--- src/rtl/ecc_mem_pkg.sv ---
// Shared SECDED definitions: code geometry helpers, the encoder and the
// status / scrub-state enumerations used by the controller and decoder.
package ecc_mem_pkg;

    localparam int MAX_DATA_WIDTH = 64;
    localparam int MAX_CODE_WIDTH = 72;

    typedef enum logic [1:0] {ECC_OK, ECC_SBE, ECC_DBE} ecc_status_t;
    typedef enum logic {SCRUB_IDLE, SCRUB_PEND} scrub_state_t;

    // Hamming check bits plus one overall parity bit.
    function automatic int ecc_width(input int data_width);
        int r;
        r = 1;
        for (int k = 15; k >= 1; k--) begin
            if ((1 << k) >= data_width + k + 1) begin
                r = k;
            end
        end
        return r + 1;
    endfunction

    function automatic int code_width(input int data_width);
        return data_width + ecc_width(data_width);
    endfunction

    // Codeword index of data bit k: the k-th index that is not a power of two.
    function automatic int data_pos(input int k);
        int n;
        int pos;
        n = 0;
        pos = 0;
        for (int i = 1; i < MAX_CODE_WIDTH; i++) begin
            if ((i & (i - 1)) != 0) begin
                if (n == k) begin
                    pos = i;
                end
                n++;
            end
        end
        return pos;
    endfunction

    function automatic logic [MAX_CODE_WIDTH-1:0] secded_encode(
        input logic [MAX_DATA_WIDTH-1:0] data,
        input int data_width
    );
        logic [MAX_CODE_WIDTH-1:0] code;
        logic par;
        int cw;
        int pos;
        cw = code_width(data_width);
        code = '0;
        for (int k = 0; k < MAX_DATA_WIDTH; k++) begin
            if (k < data_width) begin
                pos = data_pos(k);
                code[pos[6:0]] = data[k];
            end
        end
        for (int j = 0; j < 7; j++) begin
            pos = 1 << j;
            if (pos < cw) begin
                par = 1'b0;
                for (int i = 1; i < MAX_CODE_WIDTH; i++) begin
                    if (i < cw && (i & pos) != 0) begin
                        par = par ^ code[i[6:0]];
                    end
                end
                code[pos[6:0]] = par;
            end
        end
        code[0] = ^code;
        return code;
    endfunction

endpackage

--- src/rtl/ecc_mem_ctrl_secded_decoder.sv ---
// Combinational SECDED decoder: syndrome, overall parity, single-bit
// correction and data extraction from the Hamming-position codeword.
module secded_decoder
    import ecc_mem_pkg::*;
#(
    parameter int DATA_WIDTH = 32,
    localparam int CODE_WIDTH = code_width(DATA_WIDTH),
    localparam int SYN_WIDTH = $clog2(CODE_WIDTH)
) (
    input  logic [CODE_WIDTH-1:0] codeword,
    output logic [DATA_WIDTH-1:0] data,
    output ecc_status_t           status,
    output logic [SYN_WIDTH-1:0]  syndrome
);

    logic                  parity;
    logic [CODE_WIDTH-1:0] fixed;

    always_comb begin
        syndrome = '0;
        for (int i = 1; i < CODE_WIDTH; i++) begin
            if (codeword[i]) begin
                syndrome = syndrome ^ SYN_WIDTH'(i);
            end
        end
    end

    assign parity = ^codeword;

    // A syndrome pointing past the codeword cannot be a single flip.
    always_comb begin
        status = ECC_OK;
        fixed  = codeword;
        if (parity) begin
            if (int'(syndrome) < CODE_WIDTH) begin
                status = ECC_SBE;
                fixed  = codeword ^ (CODE_WIDTH'(1) << syndrome);
            end else begin
                status = ECC_DBE;
            end
        end else if (syndrome != '0) begin
            status = ECC_DBE;
        end
    end

    for (genvar gi = 0; gi < DATA_WIDTH; gi++) begin : g_extract
        localparam int POS = data_pos(gi);
        assign data[gi] = fixed[POS];
    end

endmodule

--- src/rtl/ecc_mem_ctrl.sv ---
// SECDED memory controller: encodes writes, decodes/corrects reads, scrubs
// single-bit errors back to memory and keeps saturating error statistics.
module ecc_mem_ctrl
    import ecc_mem_pkg::*;
#(
    parameter int DATA_WIDTH = 32,
    parameter int MEM_CTRL_ADDR_WIDTH = 10,
    parameter int CNT_WIDTH = 8,
    localparam int CODE_WIDTH = code_width(DATA_WIDTH),
    localparam int AW = MEM_CTRL_ADDR_WIDTH
) (
    input  logic                  clk,
    input  logic                  hw_rst,
    input  logic                  ECC_ctrl_wr_en,
    input  logic [AW:0]           ECC_ctrl_wr_addr_bus,
    input  logic [DATA_WIDTH-1:0] ECC_ctrl_write_data_bus,
    input  logic                  ECC_ctrl_rd_en,
    input  logic [AW:0]           ECC_ctrl_rd_addr_bus,
    output logic [DATA_WIDTH-1:0] ECC_ctrl_data_out,
    output logic                  ECC_ctrl_rd_valid,
    input  logic                  inj_sbe,
    input  logic                  inj_dbe,
    input  logic                  err_clr,
    output logic                  sbe_flag,
    output logic                  dbe_flag,
    output logic                  sbe_sticky,
    output logic                  dbe_sticky,
    output logic [CNT_WIDTH-1:0]  sbe_count,
    output logic [CNT_WIDTH-1:0]  dbe_count,
    output logic [AW-1:0]         err_addr,
    output logic                  scrub_busy,
    output logic                  mem_we,
    output logic [AW-1:0]         mem_waddr,
    output logic [CODE_WIDTH-1:0] mem_wdata,
    output logic                  mem_re,
    output logic [AW-1:0]         mem_raddr,
    input  logic [CODE_WIDTH-1:0] mem_rdata
);

    localparam int SYN_WIDTH = $clog2(CODE_WIDTH);

    logic [AW-1:0]             wr_addr;
    logic [AW-1:0]             rd_addr;
    logic [MAX_CODE_WIDTH-1:0] wr_full;
    logic [MAX_CODE_WIDTH-1:0] scrub_full;
    logic [CODE_WIDTH-1:0]     inj_mask;
    logic [DATA_WIDTH-1:0]     dec_data;
    ecc_status_t               dec_status;
    logic [SYN_WIDTH-1:0]      dec_syndrome;
    logic                      pack_unused;

    logic                      rd_pend_reg;
    logic [AW-1:0]             rd_addr_reg;
    logic                      rd_hazard_reg;
    scrub_state_t              state_reg, state_next;
    logic [AW-1:0]             scrub_addr_reg;
    logic [CODE_WIDTH-1:0]     scrub_code_reg;
    logic                      scrub_we;
    logic                      scrub_block;

    assign wr_addr = ECC_ctrl_wr_addr_bus[AW-1:0];
    assign rd_addr = ECC_ctrl_rd_addr_bus[AW-1:0];

    assign wr_full    = secded_encode(MAX_DATA_WIDTH'(ECC_ctrl_write_data_bus), DATA_WIDTH);
    assign scrub_full = secded_encode(MAX_DATA_WIDTH'(dec_data), DATA_WIDTH);
    assign inj_mask   = (CODE_WIDTH'(inj_sbe | inj_dbe) << 3) | (CODE_WIDTH'(inj_dbe) << 5);

    // Wrap bits, encoder headroom and the syndrome are not needed here.
    assign pack_unused = ECC_ctrl_wr_addr_bus[AW] ^ ECC_ctrl_rd_addr_bus[AW]
                       ^ (^wr_full[MAX_CODE_WIDTH-1:CODE_WIDTH])
                       ^ (^scrub_full[MAX_CODE_WIDTH-1:CODE_WIDTH])
                       ^ (^dec_syndrome);

    secded_decoder #(
        .DATA_WIDTH(DATA_WIDTH)
    ) u_dec (
        .codeword(mem_rdata),
        .data    (dec_data),
        .status  (dec_status),
        .syndrome(dec_syndrome)
    );

    // Functional writes always own the port; the scrub only fills idle cycles.
    assign mem_we    = !hw_rst && (ECC_ctrl_wr_en || scrub_we);
    assign mem_waddr = ECC_ctrl_wr_en ? wr_addr : scrub_addr_reg;
    assign mem_wdata = ECC_ctrl_wr_en ? (wr_full[CODE_WIDTH-1:0] ^ inj_mask) : scrub_code_reg;
    assign mem_re    = !hw_rst && ECC_ctrl_rd_en;
    assign mem_raddr = rd_addr;

    assign ECC_ctrl_rd_valid = rd_pend_reg;
    assign ECC_ctrl_data_out = dec_data;
    assign sbe_flag          = rd_pend_reg && (dec_status == ECC_SBE);
    assign dbe_flag          = rd_pend_reg && (dec_status == ECC_DBE);
    assign scrub_busy        = (state_reg == SCRUB_PEND);

    always_ff @(posedge clk or posedge hw_rst) begin
        if (hw_rst) begin
            rd_pend_reg   <= 1'b0;
            rd_addr_reg   <= '0;
            rd_hazard_reg <= 1'b0;
        end else begin
            rd_pend_reg   <= ECC_ctrl_rd_en;
            rd_addr_reg   <= rd_addr;
            rd_hazard_reg <= ECC_ctrl_rd_en && ECC_ctrl_wr_en && (wr_addr == rd_addr);
        end
    end

    // A write to the same word while the read is in flight makes the
    // corrected value stale, so such a read is not scrubbed.
    assign scrub_block = rd_hazard_reg || (ECC_ctrl_wr_en && (wr_addr == rd_addr_reg));

    always_comb begin
        state_next = state_reg;
        scrub_we   = 1'b0;
        case (state_reg)
            SCRUB_IDLE: begin
                if (sbe_flag && !scrub_block) begin
                    state_next = SCRUB_PEND;
                end
            end
            SCRUB_PEND: begin
                if (!ECC_ctrl_wr_en) begin
                    scrub_we   = 1'b1;
                    state_next = SCRUB_IDLE;
                end else if (wr_addr == scrub_addr_reg) begin
                    state_next = SCRUB_IDLE;
                end
            end
            default: state_next = SCRUB_IDLE;
        endcase
    end

    always_ff @(posedge clk or posedge hw_rst) begin
        if (hw_rst) begin
            state_reg      <= SCRUB_IDLE;
            scrub_addr_reg <= '0;
            scrub_code_reg <= '0;
        end else begin
            state_reg <= state_next;
            if (state_reg == SCRUB_IDLE && state_next == SCRUB_PEND) begin
                scrub_addr_reg <= rd_addr_reg;
                scrub_code_reg <= scrub_full[CODE_WIDTH-1:0];
            end
        end
    end

    // Clear wins over a same-cycle increment.
    always_ff @(posedge clk or posedge hw_rst) begin
        if (hw_rst) begin
            sbe_count  <= '0;
            dbe_count  <= '0;
            sbe_sticky <= 1'b0;
            dbe_sticky <= 1'b0;
            err_addr   <= '0;
        end else if (err_clr) begin
            sbe_count  <= '0;
            dbe_count  <= '0;
            sbe_sticky <= 1'b0;
            dbe_sticky <= 1'b0;
            err_addr   <= '0;
        end else if (dbe_flag) begin
            if (dbe_count != '1) begin
                dbe_count <= dbe_count + 1'b1;
            end
            dbe_sticky <= 1'b1;
            err_addr   <= rd_addr_reg;
        end else if (sbe_flag) begin
            if (sbe_count != '1) begin
                sbe_count <= sbe_count + 1'b1;
            end
            sbe_sticky <= 1'b1;
            err_addr   <= rd_addr_reg;
        end
    end

endmodule

--- config.mk ---
export PLATFORM = sky130hd
export DESIGN_NAME = ecc_mem_ctrl
export DESIGN_NICKNAME = d
export VERILOG_FILES = /design/src/rtl/ecc_mem_pkg.sv /design/src/rtl/ecc_mem_ctrl_secded_decoder.sv /design/src/rtl/ecc_mem_ctrl.sv
export SDC_FILE = /design/constraint.sdc
export NUM_CORES = 1
export LEC_CHECK = 0
export ABC_AREA = 1
export BUFFER_PORTS_ARGS = -buffer_cell sky130_fd_sc_hd__buf_2
export CORE_MARGIN = 4
export CORE_UTILIZATION = 25
export DETAILED_ROUTE_END_ITERATION = 10
export PLACE_DENSITY_LB_ADDON = 0.08
export SETUP_SLACK_MARGIN = 0.4
export SLEW_MARGIN = 20
export SYNTH_ARGS = -nofsm -noshare
export SYNTH_HDL_FRONTEND = slang
export SYNTH_SLANG_ARGS = --single-unit
--- constraint.sdc ---
create_clock -name clk -period 2.58 [get_ports clk]
set_clock_uncertainty 0.05 [all_clocks]
set_input_delay 0.387 -clock clk [delete_from_list [all_inputs] [get_ports clk]]
set_output_delay 0.387 -clock clk [all_outputs]
set_load 0.01 [all_outputs]
-- After elaboration in Yosys (flattened, before gate mapping)
Index checks and enable logic that the tools add are counted.
- logic and storage cells: 324
- output and inout bits: 125
- flip-flop bits (word level): 90
- reductions and logical operators: 25
- shifts and indexed selects: 1
- bitwise gates (word level): 210
- order comparisons: 1
- multiplexer cells: 66
- equal/unequal tests: 8
- add/subtract/negate cells: 2
- operators by type and width (operator ; number):
    1-bit bitwise XOR ; 168
    72-bit parity ; 2
    39-bit 2-to-1 mux ; 3
    5-bit 2-to-1 mux ; 16
    39-bit bitwise XOR ; 2
    8-bit 2-to-1 mux ; 7
    6-bit 2-to-1 mux ; 7
    10-bit 2-to-1 mux ; 4
    3-bit inverter ; 13
    39-bit by 6-bit OR with 39-bit output ; 1
    39-bit parity ; 1
    1-bit by 6-bit << shifter with 39-bit output (first input constant) ; 1
    4-bit 2-to-1 mux ; 8
    10-bit == test ; 3
    2-bit inverter ; 13
    4-bit inverter ; 5
    8-bit by 1-bit adder with 8-bit output (second input constant) ; 2
    8-bit inequality test (second input constant) ; 2
    3-bit 2-to-1 mux ; 4
    1-bit 2-to-1 mux ; 11
    2-bit 2-to-1 mux ; 5
    1-bit logical AND ; 9
    2-bit nonzero test ; 4
    6-bit less-than comparator (second input constant) ; 1
    14 further kinds ; 21

-- Longest topological paths before layout
- depth in word-level cells: 92
- mapped depth: 36
- gate-level depth less buffers: 36

-- By module
Synthesis repeated with hierarchy kept, for this count alone.
- cell total of the unflattened synthesis: 1350
- area, all modules: 8484.4 µm²
- by module, submodules not included (module ; cells each ; times used ; area an instance (µm²)):
    ecc_mem_ctrl ; 932 ; 1 ; 6339.8
    secded_decoder ; 418 ; 1 ; 2144.6

-- Worst setup path after synthesis
OpenSTA, ideal clock, no wires.
- path kind: input -> register
- start: input port mem_rdata[11]
- end: register scrub_code_reg[0]
- path buffers: 2
- stages on the path: 33
- library setup time: 0.073 ns
- path slack: -0.432 ns
- arrival time: 2.889 ns
- cell sequence: buf_2 > inv_2 > nand2_1 > nand2_1 > nand2_1 > nand2_1 > nand2_1 > nand2_2 > nand2_2 > nand2_4 > nand2_4 > nor2_8 > buf_6 > nand4_1 > nand2_2 > nand2_2 > nand2_2 > inv_2 > nand2_2 > nand3_1 > nand2_1 > nand2_1 > nand2_2 > nand2_2 > nand2_1 > nand2_2 > nand2_1 > nand2_1 > nand2_1 > inv_1 > nand2_1 > nand2_1 > a21oi_2
- cells in the longest elaborated chain, start to end: 63
- elaborated cells between the ends (all ways): 152
- those cells by class: order compare: 1; eq/ne: 1; shift: 1; mux: 35; bitwise: 108; reduce/logical: 6
- ends and longest elaborated chain (what ; RTL line ; RTL):
    from (decl) ; ecc_mem_ctrl.sv:37 ; input logic [CODE_WIDTH-1:0] mem_rdata
    branches (longest 63 deep; another with 5-bit 2-to-1 mux) ; n/a ;
    to (signal assigned) ; ecc_mem_ctrl.sv:142 ; scrub_code_reg <= scrub_full[CODE_WIDTH-1:0];
    to (decl) ; ecc_mem_ctrl.sv:57 ; logic [CODE_WIDTH-1:0] scrub_code_reg;
Several ways; the timed one is not identified.
A chain may end at the register's enable or synchronous reset.

-- Worst setup path in the final report
- start: input port mem_rdata[30]
- end: output port ECC_ctrl_data_out[27]
- cells in the longest elaborated chain, start to end: 17
- elaborated cells between the ends (all ways): 21
- those cells by class: order compare: 1; shift: 1; mux: 11; bitwise: 7; reduce/logical: 1
- ends and longest elaborated chain (what ; RTL line ; RTL):
    branches (longest 16 deep; another with 6-bit 2-to-1 mux) ; n/a ;
    39-bit 2-to-1 mux * ; ecc_mem_ctrl_secded_decoder.sv:34 ; if (parity) begin
    to (decl) ; ecc_mem_ctrl.sv:19 ; output logic [DATA_WIDTH-1:0] ECC_ctrl_data_out,
Every way passes the cells marked *.

==> impl_metrics.csv <==
group,metric,value,unit
layout,multi_input_comb_area,0.00792,mm²
critical_path,critPathKind,"input pin to output port",
clocking,clkSlewWorstSetupHoldPaths,0.07,ns
detailed_routing,met3WireLength,1.53,mm
layout,drive_gt1_share,58.2,%
detailed_routing,ant_nets,0,
detailed_routing,drc_errors,0,
clocking,clock-sinks,90,
synthesis,ys.flop_type,"dfrtp_1",
floorplanning,die_area,0.0397,mm²
detailed_routing,wl_per_cell,16.8,µm
detailed_routing,via_per_inst,4.51,
grt,grt_pass1_vias,10562,
detailed_routing,via_count,11087,
synthesis,synth_area_per_cell,6.31,µm²
synthesis,synth_cell_types,49,
place,dp_hpwl,31.1,mm
floorplanning,die_height,199,µm
clocking,cts_buffer_depth,2,
clocking,cts_tree,"built",
critical_path,worstSetupStartpointType,"input pin",
layout,layout.area.seq,0.00225,mm²
worst_hold_path,holdPathStages,1,
critical_path,cp_slowest_cell,"xor2_4",
detailed_routing,drt_first_pass_iters,4,
sta,finalCritPeriodShare,121,%
grt,grt_max_degree,91,
critical_path,crit_chain,"buf_12 -> inv_8 -> nand2_2 -> nand2_2 -> nand2_2 -> nand2_4 -> clkinv_4 -> nand2_4 -> nand2_4 -> nand2_4 -> nand2_2 -> nand2_2 -> nand2_4 -> buf_12 -> buf_6 -> nor2_4 -> nand3_2 -> nor2_4 -> xor2_4 -> buf_6 -> buf_6 -> buf_6",
place,port_buffers,222,
outcome,outcome,"finished with violations",
layout,fill_cells,3630,
sta,fmax,319,MHz
grt,grt_overflow,0,
layout,n_antenna_cell,0,
floorplanning,die_x,199,µm
critical_path,required,2.14,ns
synthesis,synth_area,0.00914,mm²
floorplanning,initial_core_util,25.5,%
critical_path,path_delay_family,"simple AND/OR/NAND/NOR gates",
worst_hold_path,holdCritPathClass,"input pin to flop",
pwr,powerDensity,555,mW/mm²
synthesis,synth_edf_count,0,
sta,setup_tns,-32.64,ns
synthesis,synthesis.instances,1448,
grt,antenna_found_initial,0,
sta,rsz0062_at_grt,"yes",
grt,groute.usage.overall,19.0,%
critical_path,r2r_cells,10,
detailed_routing,highest_layer,"met4",
floorplanning,row_count,69,
detailed_routing,finalWirelength,41.4,mm
synthesis,postSynthRegisterBits,90,
clocking,ctsHtreeMaxLevel,3,
outcome,violations,"setup timing",
synthesis,synth_nets,1550,
pwr,peakVddDrop,367,µV
layout,final_nets,2096,
floorplanning,ios,225,
critical_path,critPathMaxFanout,6,
floorplanning,core-area,0.0358,mm²
synthesis,synthArstFlopShare,100,%
pwr,leakage,0.00859,µW
critical_path,critical_path_depth,22,
layout,largest_register_ffs,39,
critical_path,critical_path_arrival,2.70,ns
critical_path,worst_path_largest_cell_delay,0.26,ns
synthesis,ys_warn_count,0,
sta,fin_ws,-0.553,ns
place,gp_congestion,0.876,
sta,slew_violations,0,
sta,max_slew_margin,9.81,%
pwr,power,9400,µW
layout,final_common_cell,"nand2_1",
critical_path,crit_path_end_kind,"output port",
detailed_routing,dr.first_iter.drc_count,558,
sta,worstMarginPinSlew,1.34,ns
grt,grt_first_pass_wirelength,59.0,mm
clocking,cts_made_buffers,9,
layout,area_delta_synth_final,85.2,%
layout,most-common-layout-cells,"nand2_1, buf_4, nand2_2, buf_2, buf_6",
clocking,clock_latency,0.36,ns
sta,hold_viol_final,0,
sta,fin_crit,3.13,ns
critical_path,path_buf_inv,8,
run,max-cap-violations,0,
synthesis,ys_seq_area_share,24.7,%
detailed_routing,wl_met1,19.0,mm
sta,finalSetupViolations,103,
detailed_routing,route.met2.wl,20.2,mm
clocking,cts_root_buffer,"clkbuf_16",
-- report_power, final --
part	total, µW	switching, µW	internal [µW]
clock	1440	640	799
combinational	5850	3130	2720
sequential	2110	287	1820
total	9400	4060	5340
-- through the flow --
step                instance area (µm²)  instances  hold slack, ns  util [%]  worst slack, ns
floorplan                          9450       1448           0.368         -           -0.361
global placement                  12400       2290           0.419      34.7            -1.15
detailed placement                12400       2290           0.424      34.7            -1.17
CTS                               14900       2396          0.0937      41.7           -0.442
global route                      16900       2460          0.0994      47.2           -0.808
finish                            16900       2460           0.111      47.2           -0.553
-- layer usage --
layer / vias up / global-route usage, %
met2: 223 / 31.5
met5: - / 0
li1: 5630 / -
met3: 42 / 1.91
met1: 5192 / 26.8
met4: 0 / 4.31
-- synth_stat cells, types with 5 or more instances --
library cell	n	area [µm²]
nand3_1	101	505
nor4_1	7	43.8
o22ai_1	5	31.3
nand4_1	26	163
nor2_1	44	165
xor2_1	53	464
nand2_1	581	2180
inv_2	27	101
nor3_1	14	70.1
a21oi_1	11	55.1
o21ai_0	92	460
clkbuf_1	23	86.3
inv_1	120	450
nand2_4	15	169
buf_4	45	338
nor2_4	6	67.6
dfrtp_1	90	2250
o21ai_1	7	35.0
xnor2_1	59	517
nand2_2	66	413
-- cell families after synthesis --
group | share of synthesized area, %
flip-flops | 24.7
buffers and inverters | 11.8
AO/OA/AOI/OAI | 7.75
XOR/XNOR | 11.8
AND/OR/NAND/NOR | 43.7
adder cells (fa/ha/maj) | 0.274
-- path summary, 6_finish.rpt --
path | start | endpoint | slack [ns]
max | mem_rdata[30] | ECC_ctrl_data_out[27] | -0.55
min | ECC_ctrl_rd_addr_bus[6] | rd_addr_reg[6] | 0.11
max reg2reg | rd_addr_reg[5] | scrub_code_reg[10] | -0.26
min reg2reg | scrub_code_reg[17] | scrub_code_reg[17] | 0.44
max in group asynchronous | hw_rst | scrub_code_reg[17] | 1.93
min in group asynchronous | hw_rst | rd_addr_reg[6] | 0.13
-- what timing repair did --
item | in CTS | in global routing
cloned | 2 | 12
hold buffers | 0 | 0
pin swaps | 174 | 133
setup endpoints to repair | 118 | 118
resized for setup | 420 | 364
setup buffers | 88 | 52
-- area by class of cell --
cell class | instances | area share, %
Multi-Input combinational cell | 1133 | 46.8
Sequential cell | 90 | 13.3
Clock inverter | 6 | 0.458
Inverter | 151 | 4.21
Timing Repair Buffer | 609 | 30.4
Tap cell | 461 | 3.41
Clock buffer | 10 | 1.41
-- worst reg2reg max path, stage by stage, from the launching register on --
cell       delay, ns
dfrtp_1         0.45
o22ai_1         0.20
a221oi_1        0.07
o2111ai_1       0.10
nor4_1          0.08
a211oi_1        1.05
nand2_8         0.21
buf_6           0.22
clkbuf_16       0.16
nand2_1         0.06
o21ai_0         0.07
(Power assumes the default switching activity.)
